### config.mk
export PLATFORM = sky130hd
export DESIGN_NAME = y86_decode_queue
export DESIGN_NICKNAME = d
export VERILOG_FILES = /design/src/rtl/y86_decode_queue.sv
export SDC_FILE = /design/constraint.sdc
export NUM_CORES = 1
export LEC_CHECK = 0
export CORE_UTILIZATION = 57
export CTS_BUF_LIST = sky130_fd_sc_hd__clkbuf_16
export CTS_CLUSTER_SIZE = 24
export DETAILED_ROUTE_END_ITERATION = 10
export PLACE_DENSITY = 0.81
export SLEW_MARGIN = 30
export SYNTH_ARGS = -nofsm -noshare
export SYNTH_HDL_FRONTEND = slang
export SYNTH_SLANG_ARGS = --single-unit
### constraint.sdc
create_clock -name clk -period 6.6 [get_ports clk]
set_clock_uncertainty 0.2 [all_clocks]
set_input_delay 0.99 -clock clk [delete_from_list [all_inputs] [get_ports clk]]
set_output_delay 0.99 -clock clk [all_outputs]
set_load 0.1 [all_outputs]
### src/rtl/y86_decode_queue.sv
// Purpose : Y86 byte-aligned instruction buffer and decoder. Assembles 1/2/5/6-byte
//           instructions out of fixed-width fetch words and emits one decoded
//           instruction per cycle.
// Latency : word accepted at edge N -> earliest out_valid after edge N+1.
// Backpr. : in_ready depends only on the registered fill count. Outputs hold
//           while out_valid && !out_ready.
//
// Ports
//   clk, rst               clock; asynchronous active-low reset
//   in_valid/in_ready      fetch word handshake; in_data byte 0 is in bits [7:0]
//   flush, flush_pc        redirect: drop all buffered bytes and restart at flush_pc
//   out_valid/out_ready    decoded instruction handshake
//   icode_o..rB_o          decoded fields as zero-extended nibbles (absent regs = F)
//   valC_o                 little-endian immediate or destination (0 if absent)
//   valP_o, pc_o           next sequential PC and PC of this instruction
//   instr_valid_o          0 for an illegal instruction
//
// Build option: define ID_ILLEGAL_CHECK_EN to enable illegal-instruction
// detection and the ERR state. When it is undefined, every encoding is accepted.

module y86_decode_queue #(
   parameter int FETCH_BYTES = 4,
   parameter int BUF_BYTES   = 16
) (
   input  logic                     clk,
   input  logic                     rst,
   input  logic                     in_valid,
   output logic                     in_ready,
   input  logic [8*FETCH_BYTES-1:0] in_data,
   input  logic                     flush,
   input  logic [31:0]              flush_pc,
   output logic                     out_valid,
   input  logic                     out_ready,
   output logic [7:0]               icode_o,
   output logic [7:0]               ifun_o,
   output logic [7:0]               rA_o,
   output logic [7:0]               rB_o,
   output logic [31:0]              valC_o,
   output logic [31:0]              valP_o,
   output logic [31:0]              pc_o,
   output logic                     instr_valid_o
);

   localparam int PTR_W = $clog2(BUF_BYTES);
   localparam int CNT_W = PTR_W + 1;

`ifdef ID_ILLEGAL_CHECK_EN
   typedef enum logic [1:0] {ST_RUN, ST_HALT, ST_ERR} state_t;
`else
   typedef enum logic [1:0] {ST_RUN, ST_HALT} state_t;
`endif

   state_t           state, state_nxt;

   logic [7:0]       mem [BUF_BYTES];
   logic [PTR_W-1:0] wptr, rptr;
   logic [CNT_W-1:0] count, count_nxt;
   logic [31:0]      pc;

   logic [7:0]       hb [6];        // the six bytes starting at the read pointer
   logic [3:0]       d_icode, d_ifun, d_ra, d_rb;
   logic [31:0]      d_valc;
   logic [2:0]       d_len;
   logic             d_legal;
   logic             complete;
   logic             push, load;

   // ------------------------------------------------------------------
   // Byte buffer
   // ------------------------------------------------------------------
   // The data array needs no reset. Pointers and count define which
   // bytes are meaningful.
   always_ff @(posedge clk) begin
      if (push) begin
         for (int i = 0; i < FETCH_BYTES; i++) begin
            mem[wptr + PTR_W'(i)] <= in_data[8*i +: 8];
         end
      end
   end

   // Bytes past the fill count may be stale. They are only consumed
   // once the count covers the instruction length.
   always_comb begin
      for (int i = 0; i < 6; i++) begin
         hb[i] = mem[rptr + PTR_W'(i)];
      end
   end

   // Space check uses the registered count only. A same-cycle pop is
   // deliberately not credited, so in_ready has no path from out_ready.
   assign in_ready = (CNT_W'(BUF_BYTES) - count) >= CNT_W'(FETCH_BYTES);
   assign push     = in_valid && in_ready && !flush;

   // ------------------------------------------------------------------
   // Head decode
   // ------------------------------------------------------------------
   always_comb begin
      d_icode = hb[0][7:4];
      d_ifun  = hb[0][3:0];
      d_ra    = 4'hF;
      d_rb    = 4'hF;
      d_valc  = 32'h0;
      d_len   = 3'd1;
      d_legal = 1'b1;
      case (d_icode)
         4'h0, 4'h1, 4'h9: d_len = 3'd1;
         4'h2, 4'h6, 4'hA, 4'hB: begin
            d_len = 3'd2;
            d_ra  = hb[1][7:4];
            d_rb  = hb[1][3:0];
         end
         4'h7, 4'h8: begin
            d_len  = 3'd5;
            d_valc = {hb[4], hb[3], hb[2], hb[1]};
         end
         4'h3, 4'h4, 4'h5: begin
            d_len  = 3'd6;
            d_ra   = hb[1][7:4];
            d_rb   = hb[1][3:0];
            d_valc = {hb[5], hb[4], hb[3], hb[2]};
         end
         default: d_len = 3'd1;   // unknown icode: consume one byte only
      endcase
`ifdef ID_ILLEGAL_CHECK_EN
      case (d_icode)
         4'h2, 4'h7: d_legal = (d_ifun <= 4'h6);
         4'h6:       d_legal = (d_ifun <= 4'h3);
         4'h0, 4'h1, 4'h3, 4'h4, 4'h5, 4'h8, 4'h9, 4'hA, 4'hB:
                     d_legal = (d_ifun == 4'h0);
         default:    d_legal = 1'b0;
      endcase
      // An illegal byte must not pull operand bytes into the bad
      // instruction. It is emitted alone with empty fields.
      if (!d_legal) begin
         d_len  = 3'd1;
         d_ra   = 4'hF;
         d_rb   = 4'hF;
         d_valc = 32'h0;
      end
`endif
   end

   // When count is at least 1, byte 0 is valid and d_len is meaningful.
   // count >= d_len also covers the empty case, because d_len >= 1.
   assign complete = count >= CNT_W'(d_len);

   // ------------------------------------------------------------------
   // Control FSM
   // ------------------------------------------------------------------
   always_ff @(posedge clk or negedge rst) begin
      if (!rst) state <= ST_RUN;
      else      state <= state_nxt;
   end

   always_comb begin
      state_nxt = state;
      load      = 1'b0;
      if (flush) begin
         state_nxt = ST_RUN;
      end else begin
         case (state)
            ST_RUN: begin
               if (complete && (!out_valid || out_ready)) begin
                  load = 1'b1;
                  if (d_icode == 4'h0 && d_legal) state_nxt = ST_HALT;
`ifdef ID_ILLEGAL_CHECK_EN
                  else if (!d_legal)              state_nxt = ST_ERR;
`endif
               end
            end
            default: ;   // HALT and ERR leave only on flush or reset
         endcase
      end
   end

   // ------------------------------------------------------------------
   // Pointers, count and PC
   // ------------------------------------------------------------------
   always_comb begin
      count_nxt = count;
      if (push) count_nxt = count_nxt + CNT_W'(FETCH_BYTES);
      if (load) count_nxt = count_nxt - CNT_W'(d_len);
   end

   always_ff @(posedge clk or negedge rst) begin
      if (!rst) begin
         wptr  <= '0;
         rptr  <= '0;
         count <= '0;
         pc    <= 32'h0;
      end else if (flush) begin
         wptr  <= '0;
         rptr  <= '0;
         count <= '0;
         pc    <= flush_pc;
      end else begin
         count <= count_nxt;
         if (push) wptr <= wptr + PTR_W'(FETCH_BYTES);
         if (load) begin
            rptr <= rptr + PTR_W'(d_len);
            pc   <= pc + 32'(d_len);
         end
      end
   end

   // ------------------------------------------------------------------
   // Output register
   // ------------------------------------------------------------------
   always_ff @(posedge clk or negedge rst) begin
      if (!rst) begin
         out_valid     <= 1'b0;
         icode_o       <= 8'h00;
         ifun_o        <= 8'h00;
         rA_o          <= 8'h0F;
         rB_o          <= 8'h0F;
         valC_o        <= 32'h0;
         valP_o        <= 32'h0;
         pc_o          <= 32'h0;
         instr_valid_o <= 1'b0;
      end else if (flush) begin
         out_valid <= 1'b0;
      end else if (load) begin
         out_valid     <= 1'b1;
         icode_o       <= {4'h0, d_icode};
         ifun_o        <= {4'h0, d_ifun};
         rA_o          <= {4'h0, d_ra};
         rB_o          <= {4'h0, d_rb};
         valC_o        <= d_valc;
         valP_o        <= pc + 32'(d_len);
         pc_o          <= pc;
         instr_valid_o <= d_legal;
      end else if (out_ready) begin
         out_valid <= 1'b0;
      end
   end

endmodule
======== After elaboration in Yosys (flattened, before gate mapping) ========
Memories as Yosys holds them, arrays and structs flattened.
Index checks and enable logic that the tools add are counted.
storage, ports and cells
  RAM bits ................................ 128
  memories kept ........................... 1
  input bits .............................. 69
  output and inout bits ................... 131
  word-level logic and storage cells ...... 86
  bits in registers ....................... 161
operators by class
  add/subtract/negate cells ............... 14
  bitwise operators ....................... 1
  eq/ne operators ......................... 9
  multiplexer cells ....................... 25
  reductions and logical operators ........ 20
  magnitude comparators ................... 2
memories
  name  words  width  read ports  clocked after Yosys merged registers in  write ports  line  source
  mem   16     8      6           0                                        4            55    logic [7:0] mem [BUF_BYTES];
operators with widths
  kind                                                                    count
  32-bit 2-to-1 mux                                                       2
  32-bit case mux with 2 select lines                                     1
  32-bit by 3-bit adder with 32-bit output                                1
  4-bit 2-to-1 mux                                                        6
  4-bit by 2-bit adder with 4-bit output (second input constant)          4
  4-bit by 3-bit equality test with 1-bit output (second input constant)  4
  5-bit 2-to-1 mux                                                        3
  4-bit by 3-bit adder with 4-bit output (second input constant)          3
  4-bit equality test (second input constant)                             3
  2-bit nonzero test                                                      5
  3-bit case mux with 3 select lines                                      1
  4-bit by 1-bit adder with 4-bit output (second input constant)          2
  4-bit by 2-bit equality test with 1-bit output (second input constant)  2
  1-bit 2-to-1 mux                                                        8
  2-bit 2-to-1 mux                                                        4
  7-bit OR reduction                                                      1
  5-bit by 3-bit adder with 5-bit output (second input constant)          1
  5-bit by 3-bit >= comparator with 1-bit output                          1
  5-bit by 3-bit >= comparator with 1-bit output (second input constant)  1
  5-bit by 3-bit subtractor with 5-bit output                             1
  5-bit subtractor (first input constant)                                 1
  4-bit by 3-bit adder with 4-bit output                                  1
  4-bit zero test                                                         1
  4-bit OR reduction                                                      1
  other kinds (10)                                                        13

======== Logic depth before layout (Yosys ltp) ========
Gate-level depths: netlist (run 1).
An unclocked memory read counts as a cell.
  depth in word-level cells ............... 11
  depth in mapped cells ................... 18
  gate-level depth less buffers ........... 14

======== Least setup slack after synthesis (run 1) ========
Ideal clock, no wire load.
  path kind ............................... register to register
  start ................................... register rptr[1]
  end ..................................... register pc[0]
  buffers on the path ..................... 4
  cell stages (with the launch flop) ...... 17
  library setup time ...................... 0.134 ns
  required time ........................... 6.266 ns
  arrival time ............................ 4.344 ns
  setup slack ............................. 1.922 ns
  clock period less this slack ............ 4.678 ns
  path through ............................ dfrtp_1 > buf_6 > mux4_2 > mux2_2 > a21oi_4 > o21ai_0 > a21oi_1 > clkbuf_1 > inv_1 > ha_1 > nand2b_1 > a211o_1 > nand3_1 > clkbuf_1 > buf_1 > mux2i_1 > o21ai_0
between the ends
  longest elaborated chain between the ends .. 10
  elaborated cells on any way between the ends .. 23
  those cells by class .................... add/sub (1); order compare (1); eq/ne (9); mux (6); reduce/logical (5); memory (1)
RTL lines
  item                                                                                              line  source
  start: declaration                                                                                56    logic [PTR_W-1:0] wptr, rptr;
  start signal: assignment                                                                          200   rptr <= rptr + PTR_W'(d_len);
  memory read 16 x 8 bit *                                                                          -
  4-bit by 2-bit equality test with 1-bit output (tied with other cells)                            105   case (d_icode)
  4-bit OR reduction (tied with other cells)                                                        105
  3-bit case mux with 3 select lines *                                                              105
  parallel branches: the longest is 6 deep, another holds 32-bit by 3-bit adder with 32-bit output  -
  end signal: assignment                                                                            195   pc <= flush_pc;
  end signal: assignment                                                                            201   pc <= pc + 32'(d_len);
  end: declaration                                                                                  58    logic [31:0] pc;
Mark *: on every way between the ends. The select of a mux whose other input is x is not followed.
A chain may end at the register's enable or synchronous reset.

======== Worst setup path after layout (run 1) ========
  start ................................... register rptr[0]
  end ..................................... register pc[26]
Same word-level chain as after synthesis.

==> results.yml, run 1 <==
cts:
  root_buffer: "clkbuf_16"
  htree_levels: 1
  clk_pin_slew_worst_paths_ns: 0.06
  cts_buffers: 30
  cts_hold_buf: 0
  clock_latency_ns: 0.58
  post_cts.repair.setup_buffers: 0
  cts_resized: 0
  cts_tree: "done"
  cts_sinks: 286
  clockBufferDepth: 3
sta:
  final.setup.worst_slack_ns: 1.071
  finalCritPeriodShare_pct: 83.78
  drv_slew: 0
  hold_viol_final: 0
  setup_viol: 0
  worstMarginPinSlew_ns: 1.046
  rsz0062_at_grt: "false"
  clock.fmax_ghz: 0.1809
  period_needed_ns: 5.529
  slew-limit-headroom_pct: 30.04
  setup_tns_ns: 0
grt:
  grt-ovfl-total: 0
  grt_max_degree: 90
  antenna_found_initial: 1
  grt.total_usage_pct: 30.81
  grt_pass1_wl_mm: 73.52
  grt_pass1_vias: 13010
worst_setup_path:
  crit_required_ns: 6.84
  r2r-start: "rptr[0]"
  crit_family: "simple AND/OR/NAND/NOR gates"
  cp-end-kind: "flop"
  worstPathArrival_ns: 5.77
  r2r-end: "pc[26]"
  crit_path_top_delay_cell: "dfrtp_4"
  cp_cell_sequence: "mux4_2 -> a22o_1 -> a21o_1 -> and4_1 -> buf_4 -> nor2_2 -> nand2_1 -> ha_1 -> a21o_1 -> nor3b_1 -> nand4_1 -> nor3_1 -> xnor2_1 -> o21ai_0"
  crit_type: "flop to flop"
  path_buf_inv: 1
  rrSetupSlack_ns: 1.07
  cp-start-kind: "flop"
  critical_path.startpoint: "rptr[0]"
  max_stage_delay_ns: 0.98
  cp_common_cell: "a21o_1"
  reg2reg_depth: 14
  cp_max_fo: 54
synth:
  synth_top_family_by_area: "multiplexers"
  ys_seq_area_share_pct: 45.60
  synth_area_um2: 17120
  synth-compound-area-share_pct: 7.754
  synth_edf_count: 128
  yosysWarningCount: 0
  synth-async-reset-ratio_pct: 55.24
  synth.avg_cell_area_um2: 10.95
  synthCells: 1564
  synth.distinct_cells: 54
  yosys.area_share.adder_pct: 1.886
  synth_seq_cells: 286
  muxShareOfSynthArea_pct: 22.36
  synthXorXnorAreaFrac_pct: 3.632
  synth-simple-area-share_pct: 14.43
  synth_flop_cell: "dfrtp_1"
floorplan:
  coreArea_um2: 29560
  die_area_um2: 30730
  fp-row-count: 63
  die_y_um: 175.3
  initial_core_util_pct: 57.92
  die_x_um: 175.3
  io_pins: 200
placement:
  hpwl_mm: 33.02
  preCtsSetupSlack_ns: 1.161
  port-buffer-count: 183
  place_congestion: 0.8928
detailed_routing:
  postRouteAntennaNets: 0
  via_per_inst: 6.387
  wl_per_cell_um: 22.37
  via_count: 13410
  drtIter0Drc: 1914
  drtPass1Iterations: 6
  drc: 0
  finalWirelength_mm: 46.96
layout:
  drive_gt1_share_pct: 15.75
  layout_commonest_cell: "nand2_1"
  final_nets: 1778
  area_growth_pct: 17.55
  final_cell_mix: "459 x nand2_1, 176 x clkdlybuf4s50_1, 148 x dfrtp_1, 143 x mux4_2, 128 x edfxtp_1"
run:
  cap_violations: 0
min_path:
  hold_path_class: "input port to async pin"
status:
  outcome: "completed"
==> logic make-up (layout without fill, tap and decap cells) <==
kind of cell             Yosys count  count (layout)
AO/OA/AOI/OAI                    223             223
XOR/XNOR                          71              71
adder cells (fa/ha/maj)           24              24
buffers and inverters            163             292
flip-flops                       286             286
multiplexers                     189             189
other                              1              17
AND/OR/NAND/NOR                  607             607
==> Yosys cell counts, types with 4 or more instances <==
cell	number	area share, %
a21oi_1	28	0.82
a21o_1	7	0.31
dfstp_2	8	1.2
clkbuf_1	76	1.7
nand2_1	459	10
o211ai_1	25	1.1
buf_1	17	0.37
and3_1	5	0.18
nor4_1	7	0.26
o221ai_1	4	0.20
nand2b_1	5	0.18
inv_2	4	0.088
a31oi_1	15	0.55
nand3_1	13	0.38
ha_1	21	1.5
mux4_1	8	1.2
xnor2_1	47	2.4
o21ai_0	104	3.0
nor2b_1	5	0.18
xor2_1	24	1.2
mux4_2	143	19
a22o_1	4	0.20
mux2_2	13	0.86
dfrtp_1	150	22
nor3_1	16	0.47
mux2i_1	25	1.5
edfxtp_1	128	22
buf_4	21	0.92
and4_1	5	0.26
buf_2	19	0.56
nand4_1	14	0.51
o21ai_1	14	0.41
nor2_1	69	1.5
inv_1	22	0.48
a211oi_1	12	0.53
==> routing by layer <==
layer / routed length, um / GRT usage [%]
met1: 17760 / 41.45
met2: 22150 / 49.36
met3: 4997 / 5.411
met4: 2053 / 13.99
met5: 0 / 0
==> registers in the layout, indices dropped and copies added (netlist names) <==
register and count:
pc_o 32, state 1, mem 128, pc 32, icode_o 4, count 5, ifun_o 4, out_valid 1
rB_o 4, rptr 4, valC_o 32, instr_valid_o 1, valP_o 32, rA_o 4, wptr 2
==> cell type report <==
class | count | area, um^2
well taps | 390 | 488.0
clock buffers | 30 | 750.7
repair buffers | 211 | 2063
inverters | 26 | 97.59
multi-input cells | 1130 | 8685
diodes | 1 | 2.502
fillers | 2114 | 9435
clock inverters | 25 | 225.2
flip-flops and latches | 286 | 7812
==> stage by stage <==
step,std cells,instance area [um^2],util (%),hold WS [ns]
after floorplan,1579,17180,-,0.2668
after global placement,2043,19150,64.79,0.2586
after detailed placement,2043,19140,64.76,0.2610
after CTS,2098,20120,68.06,0.2774
after global routing,2098,20120,68.07,0.2994
final,2099,20120,68.08,0.2573
==> worst max-delay path by stage <==
stage	endpoint	slack, ns	cells after the start
floorplan	pc[0]	1.92	16
global placement	pc[28]	1.27	14
detailed placement	pc[28]	1.16	14
CTS	pc[28]	1.13	14
global route	pc[28]	0.60	14
finish	pc[26]	1.07	14
Power of run 1 is left out: the tool's default activity adds up to more than one toggle a clock period on the data nets, which glitch-free logic cannot reach.
==> run 2, diff against run 1 <==
CORE_UTILIZATION = 52   (was 57)
PLACE_DENSITY = 0.78   (was 0.81)
clock period = 4.53 ns   (was 6.6 ns; I/O delays follow)
==> results.yml, run 2 (same netlist as run 1, synthesis figures left out) <==
sta:
  finalCritPeriodShare_pct: 97.23
  period_needed_ns: 4.404
  slew-limit-headroom_pct: 29.95
  setup_viol: 0
  clock.fmax_ghz: 0.2270
  hold_viol_final: 0
  drv_slew: 0
  worstMarginPinSlew_ns: 1.047
layout:
  layout_commonest_cell: "nand2_1"
  final_cell_mix: "459 x nand2_1, 174 x clkdlybuf4s50_1, 147 x dfrtp_1, 143 x mux4_2, 128 x edfxtp_1"
  antenna_cells: 0
  fin_area_um2: 20680
  regMostFlops: "mem"
  final_nets: 1830
  area_growth_pct: 20.79
  drive_gt1_share_pct: 18.68
  largest_reg_flops: 128
  fillers: 2421
placement:
  port-buffer-count: 183
  hpwl_mm: 34.60
  placed_area_um2: 19570
  place_congestion: 0.9290
grt:
  grt_pass1_vias: 13240
  grt-ovfl-total: 0
  grt_max_degree: 105
  antenna_found_initial: 0
  grt_pass1_wl_mm: 75.38
  grt.total_usage_pct: 29.01
detailed_routing:
  postRouteAntennaNets: 0
  drtPass1Iterations: 5
  wl_per_cell_um: 21.97
  via_count: 13690
  drc: 0
  via_per_inst: 6.213
  finalWirelength_mm: 48.39
  drtIter0Drc: 1784
min_path:
  hold_path_class: "input port to async pin"
worst_setup_path:
  critical_path.startpoint: "rptr[1]"
  rrSetupSlack_ns: 0.13
  r2r-start: "rptr[1]"
  cp_max_fo: 9
  endpoint: "pc[26]"
  worstPathArrival_ns: 4.61
  crit_required_ns: 4.74
  cp-start-kind: "flop"
  reg2reg_depth: 17
  crit_type: "flop to flop"
  cp-end-kind: "flop"
  r2r-end: "pc[26]"
cts:
  clockBufferDepth: 3
  htree_levels: 1
  cts_tree: "done"
  root_buffer: "clkbuf_16"
  cts_sinks: 286
  cts_buffers: 30
  clk_pin_slew_worst_paths_ns: 0.06
  clock_latency_ns: 0.56
  cts_hold_buf: 0
floorplan:
  initial_core_util_pct: 52.75
  die_area_um2: 33650
  io_pins: 200
  coreArea_um2: 32450
  die_y_um: 183.5
  die_x_um: 183.5
  fp-row-count: 66
run:
  cap_violations: 0
status:
  outcome: "completed"
[run 2: metrics by stage]
step / util, % / setup TNS (ns) / setup slack [ns] / hold slack (ns) / std cells
after floorplan: - / 0 / 0.02259 / 0.1839 / 1579
after global placement: 60.30 / 0 / 0.1827 / 0.2517 / 2140
after detailed placement: 60.30 / 0 / 0.08193 / 0.2696 / 2140
after CTS: 63.44 / 0 / 0.02112 / 0.07502 / 2196
after global routing: 63.72 / -0.01751 / -0.01549 / 0.05785 / 2203
final: 63.72 / 0 / 0.1255 / 0.00009626 / 2203
[run 2: timing repair]
| action | in CTS | in global routing |
|---|---|---|
| endpoints found under the setup margin | 0 | 143 |
| resized for setup | 0 | 12 |
| buffers inserted | 0 | 7 |
[run 2: cell type report]
class	count	area, um^2	share of cell area [%]
sequential	286	7816	37.80
clock inverter	24	217.7	1.053
clock buffer	32	800.8	3.872
inverter	26	97.59	0.4719
tap	442	553.0	2.674
timing repair buffer	263	2507	12.12
multi-input combinational	1130	8687	42.01
[run 2: routing by layer]
metal  global-route usage, %  routed length (um)  share of wire, %
met1                   38.92               18250                38
met2                   47.05               23010                48
met3                   5.527                5355                11
met4                   10.97                1773               3.7
met5                       0                   0                 0
[run 2: worst min path at each step]
stage                        startpoint       endpoint  cells after the start  slack (ns)
after floorplan                     rst       count[0]                      0        0.18
after global placement    instr_valid_o  instr_valid_o                      1        0.25
after detailed placement  instr_valid_o  instr_valid_o                      1        0.27
after CTS                           rst       pc_o[23]                      1        0.08
after global routing                rst       pc_o[27]                      1        0.06
final                               rst       pc_o[23]                      1      0.0001
[run 2: worst max-delay path, stage by stage (launching register included)]
cell	delay, ns
dfrtp_4	0.42
clkbuf_4	0.21
mux4_1	0.57
mux2_2	0.31
a21o_1	0.24
and4_1	0.23
nor2_2	0.12
buf_4	0.18
nand2_1	0.11
ha_1	0.35
a21o_1	0.18
nor3b_1	0.20
buf_4	0.17
nand4_1	0.13
buf_4	0.21
nor3_1	0.18
xnor2_1	0.14
o21ai_0	0.09
Power of run 2 is left out for the same reason.
==> patch (settings of run 2) <==
Make the reset (`rst`) synchronous in 3 clocked blocks. Comments in the files are not updated.
--- a/src/rtl/y86_decode_queue.sv
+++ b/src/rtl/y86_decode_queue.sv
@@ -147,7 +147,7 @@
    // ------------------------------------------------------------------
    // Control FSM
    // ------------------------------------------------------------------
-   always_ff @(posedge clk or negedge rst) begin
+   always_ff @(posedge clk) begin
       if (!rst) state <= ST_RUN;
       else      state <= state_nxt;
    end
@@ -182,7 +182,7 @@
       if (load) count_nxt = count_nxt - CNT_W'(d_len);
    end
 
-   always_ff @(posedge clk or negedge rst) begin
+   always_ff @(posedge clk) begin
       if (!rst) begin
          wptr  <= '0;
          rptr  <= '0;
@@ -206,7 +206,7 @@
    // ------------------------------------------------------------------
    // Output register
    // ------------------------------------------------------------------
-   always_ff @(posedge clk or negedge rst) begin
+   always_ff @(posedge clk) begin
       if (!rst) begin
          out_valid     <= 1'b0;
          icode_o       <= 8'h00;
Behaviour: differs if rst is asserted again (counterexample within 4 cycles, from zero or initial values and one cycle with rst low); with rst held inactive, the same outputs for 4 cycles.
==> patch against run 2 <==
First-iteration DRC count down 20%; sequential cell count grew 4; routed wire length decreased by 2.4%; final area decreased by 3.4%; cell count fell by 13%; area after synthesis fell by 3.2%; setup slack lost 0.075 ns; critical endpoint is now pc[18]; largest cell class unchanged.
==> patch: results (changes against run 2) <==
- Pre-CTS WS: -0.000355 ns (-0.0823 ns)
- Dpl hpwl: 32600 um (-5.9%)
- Largest net degree at the start of global routing: 99 (-5.7%)
- Min-Delay Path Class: flip-flop to flip-flop
- Initial antenna violation count: 0 (unchanged)
- Slowest CP cell: mux4_2
- Worst Max-Slew Pin Slew: 1.05 ns (+0.00681 ns)
- Worst-path fanout max: 10 (+1)
- Status: finished, final reports clean
- Top FF cell, synth: dfxtp_1
- PortBufs: 183 (unchanged)
- Routed vias/inst: 6.65 (+7.0%)
- Grt met2 use: 45.2% (-1.9 points)
- CTS Buf Count: 30 (unchanged)
- Iter 0 DRT Violations: 1419 (-20%)
- Met3 Use GR: 6.14% (+0.62 points)
- Pre-antenna DRT Iters: 6 (+1)
- Final net count: 1600 (-13%)
- Met3 wire length: 4880 um (-8.9%)
- Fillers: 2295 (-5.2%)
- RePlAce Congestion: 0.877 (-5.6%)
- Layout cells sized above 1: 22.5% (+3.9 points)
- GRT Total Usage: 28.8% (-0.20 points)
- Sequential area share after synthesis: 42.8% (-2.8 points)
- CP arrival: 4.70 ns (+0.09 ns)
- Mean routed wirelength per cell: 24.5 um (+12%)
- M1 WL: 17600 um (-3.7%)
- Distinct cells, synth: 66 (+22%)
- Flop pwr share: 22.5%
- Most frequent cells after synthesis: 194 x mux4_2, 162 x dfxtp_1, 137 x nand2_1, 128 x edfxtp_1, 80 x nor2_1
- Diodes inserted: 0 (unchanged)
- Met1 Use GR: 38.3% (-0.58 points)
- Number of global-route vias before repair: 12300 (-6.8%)
- Yosys warnings: 0 (unchanged)
- Ys async rst share: 0% (-55 points)
- Global-route wire length before repair: 72900 um (-3.3%)
- Synth top area cells: mux4_2 26%, edfxtp_1 23%, dfxtp_1 20%
- Metal2 WL: 22400 um (-2.9%)
## patch: changes by cell type after synthesis, moves of 14 or more
| cell | before | now |
|---|---|---|
| a211oi_1 | 12 | 48 |
| a21oi_1 | 28 | 72 |
| dfrtp_1 | 150 | 0 |
| dfxtp_1 | 0 | 162 |
| mux2i_1 | 25 | 7 |
| mux4_2 | 143 | 194 |
| nand2_1 | 459 | 137 |
| nand3_1 | 13 | 42 |
| o21ai_0 | 104 | 38 |
| xnor2_1 | 47 | 33 |
## patch: worst paths after layout
kind / to / slack [ns] / cells after the start
min: icode_o[2] / 0.25 / 2
max: pc[18] / 0.05 / 16
max reg2reg: pc[18] / 0.05 / 16
min reg2reg: icode_o[2] / 0.25 / 2
## patch: area by class of cell
class	count	area share [%]
timing repair buffer	242	11.7
tap	396	2.48
multi-input combinational	912	44.6
sequential	290	35.5
clock inverter	24	1.04
clock buffer	32	4.01
inverter	31	0.589
## patch: timing repair
item,4_1_cts,5_1_grt
gates resized for setup,2,17
pin swaps,0,3
endpoints found under the setup margin,11,113
gates cloned,0,1
setup buffers,0,1
endpoints found under the hold margin,0,0
## patch: through the flow
stage | area, um^2 | power (mW) | std cells
after CTS | 19900 | 16.3 | 1925
after detailed placement | 18800 | 13.7 | 1869
final | 20000 | 16.5 | 1927
after floorplan | 16600 | 11.0 | 1362
after global placement | 18800 | 13.5 | 1869
after global routing | 20000 | 17.2 | 1927
## patch: cell families (layout without fill, tap and decap cells)
group / after synthesis / count (layout) / synth area share, %
adders and majority gates: 24 / 24 / 1.95
xor gates and xnor gates: 66 / 66 / 3.49
other: 1 / 16 / 0.0226
buffers and inverters: 160 / 329 / 4.40
muxes: 211 / 211 / 28.0
AOI/OAI and AO/OA: 259 / 259 / 10.1
DFF: 290 / 290 / 42.8
and+or+nand+nor: 336 / 336 / 9.24
